`config.mk`:
```
export PLATFORM = sky130hd
export DESIGN_NAME = apb_master
export DESIGN_NICKNAME = d
export VERILOG_FILES = /design/src/rtl/apb_pkg.sv /design/src/rtl/apb_wait_timer.sv /design/src/rtl/apb_master.sv
export SDC_FILE = /design/constraint.sdc
export NUM_CORES = 1
export LEC_CHECK = 0
export ABC_CLOCK_PERIOD_IN_PS = 3200
export CAP_MARGIN = 20
export CORE_MARGIN = 3
export CORE_UTILIZATION = 42
export CTS_BUF_LIST = sky130_fd_sc_hd__clkbuf_16
export CTS_CLUSTER_DIAMETER = 150
export DETAILED_ROUTE_END_ITERATION = 12
export PLACE_DENSITY = 0.85
export SLEW_MARGIN = 20
export SYNTH_ARGS = -nofsm -noshare
export SYNTH_HDL_FRONTEND = slang
export SYNTH_HIERARCHICAL = 1
export SYNTH_SLANG_ARGS = --single-unit
```
`constraint.sdc`:
```
create_clock -name PCLK -period 3.2 [get_ports PCLK]
set_clock_uncertainty 0.1 [all_clocks]
set_input_delay 0.32 -clock PCLK [delete_from_list [all_inputs] [get_ports PCLK]]
set_output_delay 0.32 -clock PCLK [all_outputs]
set_load 0.1 [all_outputs]
```
`src/rtl/apb_pkg.sv`:
```
// Shared types for the APB3 requester: FSM state encoding, default bus widths, response record.
// Latency: n/a (declarations only).
// Backpressure: n/a.
package apb_pkg;

    localparam int APB_ADDR_W = 32;
    localparam int APB_DATA_W = 32;

    typedef enum logic [1:0] {
        IDLE   = 2'd0,
        SETUP  = 2'd1,
        ACCESS = 2'd2
    } apb_state_e;

    // Completion record returned to the local requester. rdata is sized to the
    // default data width; a wider bus needs APB_DATA_W widened to match.
    typedef struct packed {
        logic [APB_DATA_W-1:0] rdata;
        logic                  err;
        logic                  timeout;
    } apb_rsp_t;

endpackage

```
`src/rtl/apb_wait_timer.sv`:
```
// Counts ACCESS cycles that see PREADY low and flags the one that reaches TIMEOUT.
// Latency: expired is combinational on enable, so the abort lands on the same edge as the Nth count.
// Backpressure: none; TIMEOUT=0 removes the counter and holds expired low.
module apb_wait_timer #(
    parameter int TIMEOUT = 16
) (
    input  logic clk,
    input  logic rst,
    input  logic clear,
    input  logic enable,
    output logic expired
);

    generate
        if (TIMEOUT == 0) begin : g_off
            assign expired = 1'b0;
        end else begin : g_on
            localparam int CW = $clog2(TIMEOUT + 1);
            localparam logic [CW-1:0] LAST = CW'(TIMEOUT - 1);

            logic [CW-1:0] cnt;

            // Wait-state counter: cleared on entry to ACCESS, counts each stalled cycle.
            always_ff @(posedge clk) begin
                if (rst) begin
                    cnt <= '0;
                end else if (clear) begin
                    cnt <= '0;
                end else if (enable) begin
                    cnt <= cnt + CW'(1);
                end
            end

            // This stalled cycle is the TIMEOUT-th one when TIMEOUT-1 are already counted.
            assign expired = enable && (cnt == LAST);
        end
    endgenerate

endmodule

```
`src/rtl/apb_master.sv`:
```
// APB3 requester: turns one valid/ready command into a single SETUP+ACCESS transfer and a response pulse.
// Latency: response pulse 2 edges after acceptance with no wait states, +1 per wait state; 3-cycle minimum period.
// Backpressure: cmd_ready only in IDLE (one outstanding transfer); rsp_valid cannot be stalled.
module apb_master
    import apb_pkg::*;
#(
    parameter int ADDR_W  = APB_ADDR_W,
    parameter int DATA_W  = APB_DATA_W,
    parameter int TIMEOUT = 16
) (
    input  logic              PCLK,
    input  logic              PRESET,
    input  logic              cmd_valid,
    output logic              cmd_ready,
    input  logic              cmd_write,
    input  logic [ADDR_W-1:0] cmd_addr,
    input  logic [DATA_W-1:0] cmd_wdata,
    output logic              rsp_valid,
    output logic [DATA_W-1:0] rsp_rdata,
    output logic              rsp_err,
    output logic              rsp_timeout,
    output logic              PSELx,
    output logic              PENABLE,
    output logic              PWRITE,
    output logic [ADDR_W-1:0] PADDR,
    output logic [DATA_W-1:0] PWDATA,
    input  logic [DATA_W-1:0] PRDATA,
    input  logic              PREADY,
    input  logic              PSLVERR
);

    apb_state_e state_q, state_d;
    apb_rsp_t   rsp_q, rsp_d;
    logic       rsp_vld_d;
    logic       timeout_hit;
    logic       accept;

    assign accept = (state_q == IDLE) && cmd_valid && cmd_ready;

    apb_wait_timer #(
        .TIMEOUT (TIMEOUT)
    ) u_wait_timer (
        .clk     (PCLK),
        .rst     (PRESET),
        .clear   (state_q == SETUP),
        .enable  ((state_q == ACCESS) && !PREADY),
        .expired (timeout_hit)
    );

    // Next state and next response; a ready completer takes priority over the timeout.
    always_comb begin
        state_d   = state_q;
        rsp_vld_d = 1'b0;
        rsp_d     = rsp_q;
        case (state_q)
            IDLE: begin
                if (accept) begin
                    state_d = SETUP;
                end
            end
            SETUP: begin
                state_d = ACCESS;
            end
            ACCESS: begin
                if (PREADY) begin
                    state_d       = IDLE;
                    rsp_vld_d     = 1'b1;
                    rsp_d.rdata   = PWRITE ? '0 : APB_DATA_W'(PRDATA);
                    rsp_d.err     = PSLVERR;
                    rsp_d.timeout = 1'b0;
                end else if (timeout_hit) begin
                    state_d       = IDLE;
                    rsp_vld_d     = 1'b1;
                    rsp_d.rdata   = '0;
                    rsp_d.err     = 1'b1;
                    rsp_d.timeout = 1'b1;
                end
            end
            default: begin
                state_d = IDLE;
            end
        endcase
    end

    // State and all outputs registered; bus controls derive from the next state so they change on the transition edge.
    always_ff @(posedge PCLK) begin
        if (PRESET) begin
            state_q   <= IDLE;
            cmd_ready <= 1'b0;
            PSELx     <= 1'b0;
            PENABLE   <= 1'b0;
            PWRITE    <= 1'b0;
            PADDR     <= '0;
            PWDATA    <= '0;
            rsp_valid <= 1'b0;
            rsp_q     <= '0;
        end else begin
            state_q   <= state_d;
            cmd_ready <= (state_d == IDLE);
            PSELx     <= (state_d != IDLE);
            PENABLE   <= (state_d == ACCESS);
            rsp_valid <= rsp_vld_d;
            rsp_q     <= rsp_d;
            // Address/direction/data are only loaded at acceptance, so they hold through and after the transfer.
            if (accept) begin
                PWRITE <= cmd_write;
                PADDR  <= cmd_addr;
                PWDATA <= cmd_write ? cmd_wdata : '0;
            end
        end
    end

    assign rsp_rdata   = rsp_q.rdata[DATA_W-1:0];
    assign rsp_err     = rsp_q.err;
    assign rsp_timeout = rsp_q.timeout;

endmodule

```
## Word-level counts from Yosys, hierarchy flattened

Cells that the tools add are included.

- Output and inout bits: 103
- Logic and storage cells: 40
- Register bits: 110
- Input port bits: 102

- Multiplexer cells: 10
- Bitwise operators: 1
- Reductions and logical operators: 12
- Add/sub/neg operators: 1
- Equal/unequal tests: 4

Operators with widths:

| kind | number |
|---|---|
| $mux W34 | 2 |
| $mux W32 | 2 |
| $mux W2 | 3 |
| $pmux W2 S3 | 1 |
| $add A5 B1 Y5 const B | 1 |
| $eq A5 B4 Y1 const B | 1 |
| $eq A2 B2 Y1 const B | 2 |
| $logic_and A1 B1 Y1 | 4 |
| $logic_not A2 Y1 | 2 |
| $reduce_bool A2 Y1 | 2 |
| $reduce_or A2 Y1 | 2 |
| $eq A2 B1 Y1 const B | 1 |
| $mux W1 | 2 |
| $reduce_and A2 Y1 | 1 |
| $logic_not A1 Y1 | 1 |
| $not A1 Y1 | 1 |

## Longest topological paths before layout

Gate-level depths: netlist (run 1).

- Word-level depth: 7
- Depth in mapped cells: 8
- Depth with buffers taken out: 7

## Cells and area by module

Netlist (run 1), hierarchy kept.

Modules (own cells, without submodules):

| module | cells an instance | area each (sq um) | seq. area each (sq um) | instances |
|---|---|---|---|---|
| apb_master | 389 | 3618.5 | 2102.0 | 1 |
| apb_wait_timer | 24 | 280.3 | 100.1 | 1 |

## Worst setup path after synthesis (run 1)

No wires, ideal clock.

- Path kind: reg2reg
- Start: reg u_wait_timer.g_on.cnt[0]
- End: reg rsp_q (netlist bit rsp_rdata[10])
- Path buffers: 1
- Period minus slack after synthesis: 2.053 ns
- Library setup time: 0.062 ns
- Stages on the path, launching flop included: 9
- Slack: 1.147 ns
- Arrival: 1.891 ns
- Required time: 3.038 ns
- Cell sequence: dfxtp_1 -> ha_1 -> and3_1 -> ha_1 -> and2_2 -> or2_2 -> a21oi_2 -> buf_4 -> a22o_1

- Cells in the longest elaborated chain, start to end: 4

Ends and longest elaborated chain:

| element | RTL line | text |
|---|---|---|
| start, declared | apb_wait_timer.sv:21 | `logic [CW-1:0] cnt;` |
| start signal, assigned | apb_wait_timer.sv:30 | `cnt <= cnt + CW'(1);` |
| $eq A5 B4 Y1 | apb_wait_timer.sv:35 | `assign expired = enable && (cnt == LAST);` |
| $logic_and A1 B1 Y1 | apb_wait_timer.sv:35 |  |
| via timeout_hit | apb_master.sv:35 | `logic timeout_hit;` |
| $reduce_bool A2 Y1 (no line) | - |  |
| $reduce_and A2 Y1 (no line) | - |  |
| end signal, assigned | apb_master.sv:103 | `rsp_q <= rsp_d;` |
| end, declared | apb_master.sv:33 | `apb_rsp_t rsp_q, rsp_d;` |

The timed path passes the listed nets, and every way through them passes these cells.
A chain may end at the register's enable or synchronous reset.

## Worst setup path in the final report (run 1)

- Start: reg u_wait_timer.g_on.cnt[0]
- End: reg rsp_q (netlist bit rsp_rdata[2])

The elaborated chain is that of the path after synthesis.

==> flow_summary.yaml, run 1 <==
routing:
  drt_wl_total_um: 11100
  drt_iter0_drc: 114
  vias: 3684
  drc_errors: 0
  routed_via_density: 5.15
  drtAntennaViolNets: 0
  drt-wirelength-per-cell_um: 15.5
  drt_first_pass_iters: 4
place:
  place_hpwl_um: 8090
  gp_congestion: 0.770
  port_buffers: 204
setup_path:
  start_kind: "flop"
  cpMostUsedCell: "ha_1"
  end_kind: "flop"
  worstPathArrival_ps: 2470
  cp.required_ps: 3370
  slowest_delay_ps: 360
  criticalPathCategory: "reg2reg"
  path_cells: "ha_1, and3_1, ha_1, and2_2, or2_2, a21oi_2, buf_4, a22o_1"
  worst-path-max-fanout: 32
  slowest_stage: "dfxtp_1"
power:
  power_frac_comb_pct: 20.6
  power.leakage_nw: 2.24
  p_per_area_nw_per_um2: 511
  power.share.sequential_pct: 45.3
  p_clk_share_pct: 34.0
  netSwitchingFraction_pct: 29.7
  intPower_mw: 2.23
  p_switching_mw: 0.940
  peakVddDrop_mv: 0.296
synthesis:
  synth_edf_count: 0
  netlist_area_um2: 3900
  synth_flop_cell: "dfxtp_1"
  synthMuxAreaShare_pct: 0.642
  synthXorXnorAreaFrac_pct: 0.225
  synth-compound-area-share_pct: 17.7
  yosysSeqAreaShare_pct: 56.5
  synthesis.nets: 517
  synth_most_common_cell: "dfxtp_1"
  synth-simple-area-share_pct: 18.7
  ys_ff_latch: 110
  yosysTopAreaCellShare_pct: 56.5
  syn_inst: 413
  synth_fa_ha_area_share_pct: 0.642
  synth_common_cells: "110 x dfxtp_1, 99 x nand2_1, 68 x a21oi_1"
  yosys_warnings: 6
  synth_top_family_by_area: "simple AND/OR/NAND/NOR gates"
  async_reset_ff_share_pct: 0
  synth.largest_area_cell: "dfxtp_1"
  syn-mean-instance-area_um2: 9.44
  ys_top_cells_by_area: "dfxtp_1 56%, nand2_1 9.5%, a21oi_1 8.7%"
  synth_cell_types: 38
timing:
  fmax_mhz: 435
  fin_crit_sh_pct: 71.8
  setup_viol: 0
  hold_viol_final: 0
  maxSlewViolCount: 0
  worstMarginPinSlew_ps: 1020
  relSlewSlack_pct: 32.0
  rsz0062_at_grt: "no"
  setup_tns_ps: 0
  fin_crit_ps: 2300
cts:
  clk_pin_slew_worst_paths_ps: 70
  postCtsSetupRepairBufs: 0
  insertion_delay_ps: 330
  cts_buffers: 9
  cts_buffer_depth: 2
  cts_hold_buf: 0
  clock-sinks: 110
  cts_tree: "done"
  cts_resized: 0
  htreeDepth: 3
  root_buffer: "clkbuf_16"
global_routing:
  grt_pass1_wl_um: 17200
  track_usage_pct: 20.5
  grt_max_degree: 79
  grt-ovfl-total: 0
  grt_pass1_vias: 3607
  antenna_found_initial: 0
final_layout:
  syn_to_final_growth_pct: 59.0
  antenna_cells: 0
  final_nets: 707
  utilization_pct: 70.1
  drive_gt1_share_pct: 6.91
run_status:
  status: "completed"
run:
  maxCapViolCount: 0
die:
  core_area_um2: 8850
  die_h_um: 102
  boundaryPins: 205
  rows: 34
  fp.dieW_um: 102
  dieArea_um2: 10500
  start_util_pct: 44.1
min_path:
  hold_class: "in2reg"
## routing by layer
metal / global-route usage (%) / wire (µm)
met1: 23.3 / 4410
met2: 34.4 / 5250
met3: 9.35 / 1250
met4: 6.16 / 161
met5: 0 / 0
## worst max-delay path, delay by kind of cell (launching register included)
family	cells	cell delay, ps
AND/OR/NAND/NOR	3	720
AO/OA/AOI/OAI	2	340
flip-flops	1	360
buffers and inverters	1	320
adder cells (fa/ha/maj)	2	410
## power groups by stage
| stage | Combinational (mW) | Sequential (mW) | Clock, mW |
|---|---|---|---|
| 2_1_floorplan | 0.129 | 1.77 | 0 |
| 3_3_place_gp | 0.650 | 1.47 | 0 |
| 3_5_place_dp | 0.656 | 1.47 | 0 |
| 4_1_cts | 0.658 | 1.44 | 1.11 |
| 5_1_grt | 0.684 | 1.44 | 1.16 |
| 6_report | 0.654 | 1.44 | 1.08 |
## state kept, by name, summed over array words and instances (netlist names)
signal                 count
PWDATA                    32
state_q                    2
rsp_err                    1
rsp_timeout                1
PWRITE                     1
u_wait_timer/g_on.cnt      5
rsp_valid                  1
PADDR                     32
rsp_rdata                 32
cmd_ready                  1
PENABLE                    1
PSELx                      1
## kinds of logic after synthesis
kind of cell,Yosys count
muxes,2
adders and majority gates,2
buffers and inverters,35
and+or+nand+nor,156
xor gates and xnor gates,1
AOI/OAI and AO/OA,107
DFF,110
## through the flow
step / hold slack [ps] / power [mW] / area [µm²] / worst slack [ps] / instances
floorplan: 285 / 1.90 / 3900 / 1150 / 413
global placement: 337 / 2.12 / 5910 / 748 / 700
detailed placement: 345 / 2.12 / 5910 / 661 / 700
CTS: 131 / 3.20 / 6200 / 892 / 716
global route: 133 / 3.29 / 6200 / 765 / 716
finish: 142 / 3.17 / 6200 / 902 / 716
## final cells by class
class	count	area, µm²
Clock buffer	9	225
Clock inverter	7	66.3
Fill cell	680	2650
Inverter	2	7.51
Multi-Input combinational cell	268	1490
Sequential cell	110	2200
Tap cell	108	135
Timing Repair Buffer	212	2080
## cells in the final DEF (no fill, tap or decap), drive strengths merged, types with 2 or more instances in the layout
master | Yosys | final
nor2 | 8 | 8
nor4b | 2 | 2
a22o | 32 | 32
nand2 | 99 | 99
clkbuf | 12 | 9
nor3 | 3 | 3
clkinv | 0 | 2
nand3 | 32 | 32
inv | 2 | 5
buf | 21 | 17
dfxtp | 110 | 110
clkdlybuf4s50 | 0 | 195
ha | 2 | 2
a21oi | 69 | 69
a211oi | 2 | 2
## path summary, 6_finish.rpt
kind / slack [ps] / startpoint / cells past startpoint / to
setup reg to reg: 900 / u_wait_timer/g_on.cnt[0] / 8 / rsp_rdata[2]
hold / removal: 140 / PRESET / 2 / rsp_valid
setup / recovery: 900 / u_wait_timer/g_on.cnt[0] / 8 / rsp_rdata[2]
hold reg to reg: 350 / PWDATA[31] / 2 / PWDATA[31]
Power figures use the tool's default switching activity.
==> run 2, diff against run 1 <==
--- a/config.mk
+++ b/config.mk
@@ -5,14 +5,14 @@
 export SDC_FILE = /design/constraint.sdc
 export NUM_CORES = 1
 export LEC_CHECK = 0
-export ABC_CLOCK_PERIOD_IN_PS = 3200
+export ABC_CLOCK_PERIOD_IN_PS = 1920
 export CAP_MARGIN = 20
 export CORE_MARGIN = 3
-export CORE_UTILIZATION = 42
+export CORE_UTILIZATION = 35
 export CTS_BUF_LIST = sky130_fd_sc_hd__clkbuf_16
 export CTS_CLUSTER_DIAMETER = 150
 export DETAILED_ROUTE_END_ITERATION = 12
-export PLACE_DENSITY = 0.85
+export PLACE_DENSITY = 0.75
 export SLEW_MARGIN = 20
 export SYNTH_ARGS = -nofsm -noshare
 export SYNTH_HDL_FRONTEND = slang
==> constraint.sdc (replaced) <==
create_clock -name PCLK -period 1.92 [get_ports PCLK]
set_clock_uncertainty 0.1 [all_clocks]
set_input_delay 0.192 -clock PCLK [delete_from_list [all_inputs] [get_ports PCLK]]
set_output_delay 0.192 -clock PCLK [all_outputs]
set_load 0.1 [all_outputs]
==> run 2 against run 1 <==
The run now ends with setup timing left. Combinational power increased by 74%. Non-clock buffer count increased by 14. Critical path depth increased by 1. Sequential power increased by 67%. Via count increased by 2.3%. Critical path type unchanged. Critical endpoint is now rsp_rdata[3]. Largest power group unchanged.
==> flow_summary.yaml, run 2 (synthesis results as in run 1) <==
cts:
  clk_pin_slew_worst_paths_ps: 70
  clock-sinks: 110
  cts_buffers: 9
  htreeDepth: 3
  cts_tree: "done"
  cts_buffer_depth: 2
  cts_hold_buf: 0
  insertion_delay_ps: 350
  root_buffer: "clkbuf_16"
setup_path:
  end_kind: "flop"
  crit-reg2reg-launch: "u_wait_timer/g_on.cnt[0]"
  worstPathArrival_ps: 2140
  crit_end: "rsp_rdata[3]"
  r2r_end: "rsp_rdata[3]"
  reg2regPathDepth: 9
  start_kind: "flop"
  worst-path-max-fanout: 8
  rrSetupSlack_ps: -20
  criticalPathCategory: "reg2reg"
  cp.required_ps: 2110
  crit_start: "u_wait_timer/g_on.cnt[0]"
global_routing:
  grt-ovfl-total: 0
  grt_max_degree: 67
  antenna_found_initial: 0
  track_usage_pct: 19.3
  grt_pass1_wl_um: 19400
  grt_pass1_vias: 3752
timing:
  fin_crit_ps: 1940
  hold_viol_final: 0
  worstMarginPinSlew_ps: 466
  setup_viol: 21
  relSlewSlack_pct: 68.9
  fin_crit_sh_pct: 101
  rsz0062_at_grt: "yes"
  fin_ws_ps: -23.9
  maxSlewViolCount: 0
  fmax_mhz: 514
min_path:
  hold_depth: 2
  hold_class: "in2reg"
  min_from: "PRESET"
place:
  gp_congestion: 0.861
  port_buffers: 204
  place_hpwl_um: 8120
  placed_cells: 734
final_layout:
  final_cell_mix: "115 x buf_4, 107 x dfxtp_1, 100 x clkdlybuf4s50_1"
  drive_gt1_share_pct: 25.7
  finalNonFillerCells: 758
  syn_to_final_growth_pct: 62.0
  antenna_cells: 0
  final_common_cell: "buf_4"
  final_nets: 721
die:
  core_area_um2: 10600
  die_h_um: 112
  rows: 37
  fp.dieW_um: 112
  start_util_pct: 36.9
  boundaryPins: 205
  dieArea_um2: 12400
power:
  p_per_area_nw_per_um2: 877
  peakVddDrop_mv: 0.718
  power.leakage_nw: 2.55
  power.total_mw: 5.54
routing:
  drt_iter0_drc: 279
  drtAntennaViolNets: 0
  drt-wirelength-per-cell_um: 15.9
  drc_errors: 0
  drt_first_pass_iters: 4
  routed_via_density: 4.97
  vias: 3768
  drt_wl_total_um: 12000
run_status:
  failed_checks: "setup timing"
  status: "finished, violations left"
run:
  maxCapViolCount: 0
run 2: layout make-up:
type | instances | area, µm²
fillers | 888 | 4240
flip-flops and latches | 110 | 2210
repair buffers | 226 | 2070
multi-input cells | 268 | 1540
clock buffers | 9 | 225
well taps | 136 | 170
clock inverters | 7 | 98.8
inverters | 2 | 7.51
run 2: timing repair:
| item | CTS | global route |
|---|---|---|
| pin swaps | 0 | 7 |
| resized for setup | 9 | 2 |
| setup endpoints to repair | 32 | 32 |
| gates cloned | 2 | 1 |
| setup buffers | 3 | 2 |
run 2: how the worst min path moves through the flow:
stage	endpoint	slack, ps
global placement	PWDATA[11]	340
floorplan	u_wait_timer/g_on.cnt[2]	160
finish	state_q[0]	40
global route	state_q[0]	60
detailed placement	PADDR[20]	350
CTS	state_q[0]	30
run 2: critical path, stage by stage, from the launching register on:
cell     delay [ps]
dfxtp_2         340
ha_4            160
and3_4          180
ha_4            150
and2_4          150
or2_4           240
a21oi_4         170
buf_6           150
buf_12          120
a22o_1          130
run 2: metal layers:
| metal | up-vias | wire (µm) | GRT usage [%] |
|---|---|---|---|
| met1 | 1743 | 4540 | 21.4 |
| met4 | 0 | 142 | 4.46 |
| met2 | 183 | 6010 | 33.1 |
| met5 | - | 0 | 0 |
| met3 | 13 | 1350 | 9.73 |
| li1 | 1829 | - | - |
run 2: stage by stage:
step                      utilization (%)  setup TNS, ps  cell area, µm²  worst slack (ps)  hold slack (ps)
after CTS                            59.5           -425            6280             -28.7             28.5
after detailed placement             55.3           -775            5840             -37.4              348
after global routing                 59.9          -2580            6320              -107             60.7
after floorplan                         -              0            3920              9.84              157
final                                59.9           -321            6320             -23.9             44.6
after global placement               55.3              0            5840              16.2              339
run 2: power breakdown:
group | total, mW | switching, mW | internal (mW)
clock | 2.00 | 0.859 | 1.14
sequential | 2.40 | 0.0447 | 2.35
combinational | 1.14 | 0.752 | 0.385
total | 5.54 | 1.66 | 3.88
==> run 3, diff against run 2 <==
--- a/config.mk
+++ b/config.mk
@@ -13,7 +13,7 @@
 export CTS_CLUSTER_DIAMETER = 150
 export DETAILED_ROUTE_END_ITERATION = 12
 export PLACE_DENSITY = 0.75
-export SLEW_MARGIN = 20
+export SLEW_MARGIN = 40
 export SYNTH_ARGS = -nofsm -noshare
 export SYNTH_HDL_FRONTEND = slang
 export SYNTH_HIERARCHICAL = 1
==> results of run 3 <==
The final DEF is identical to that of run 2; final timing and power are the same.
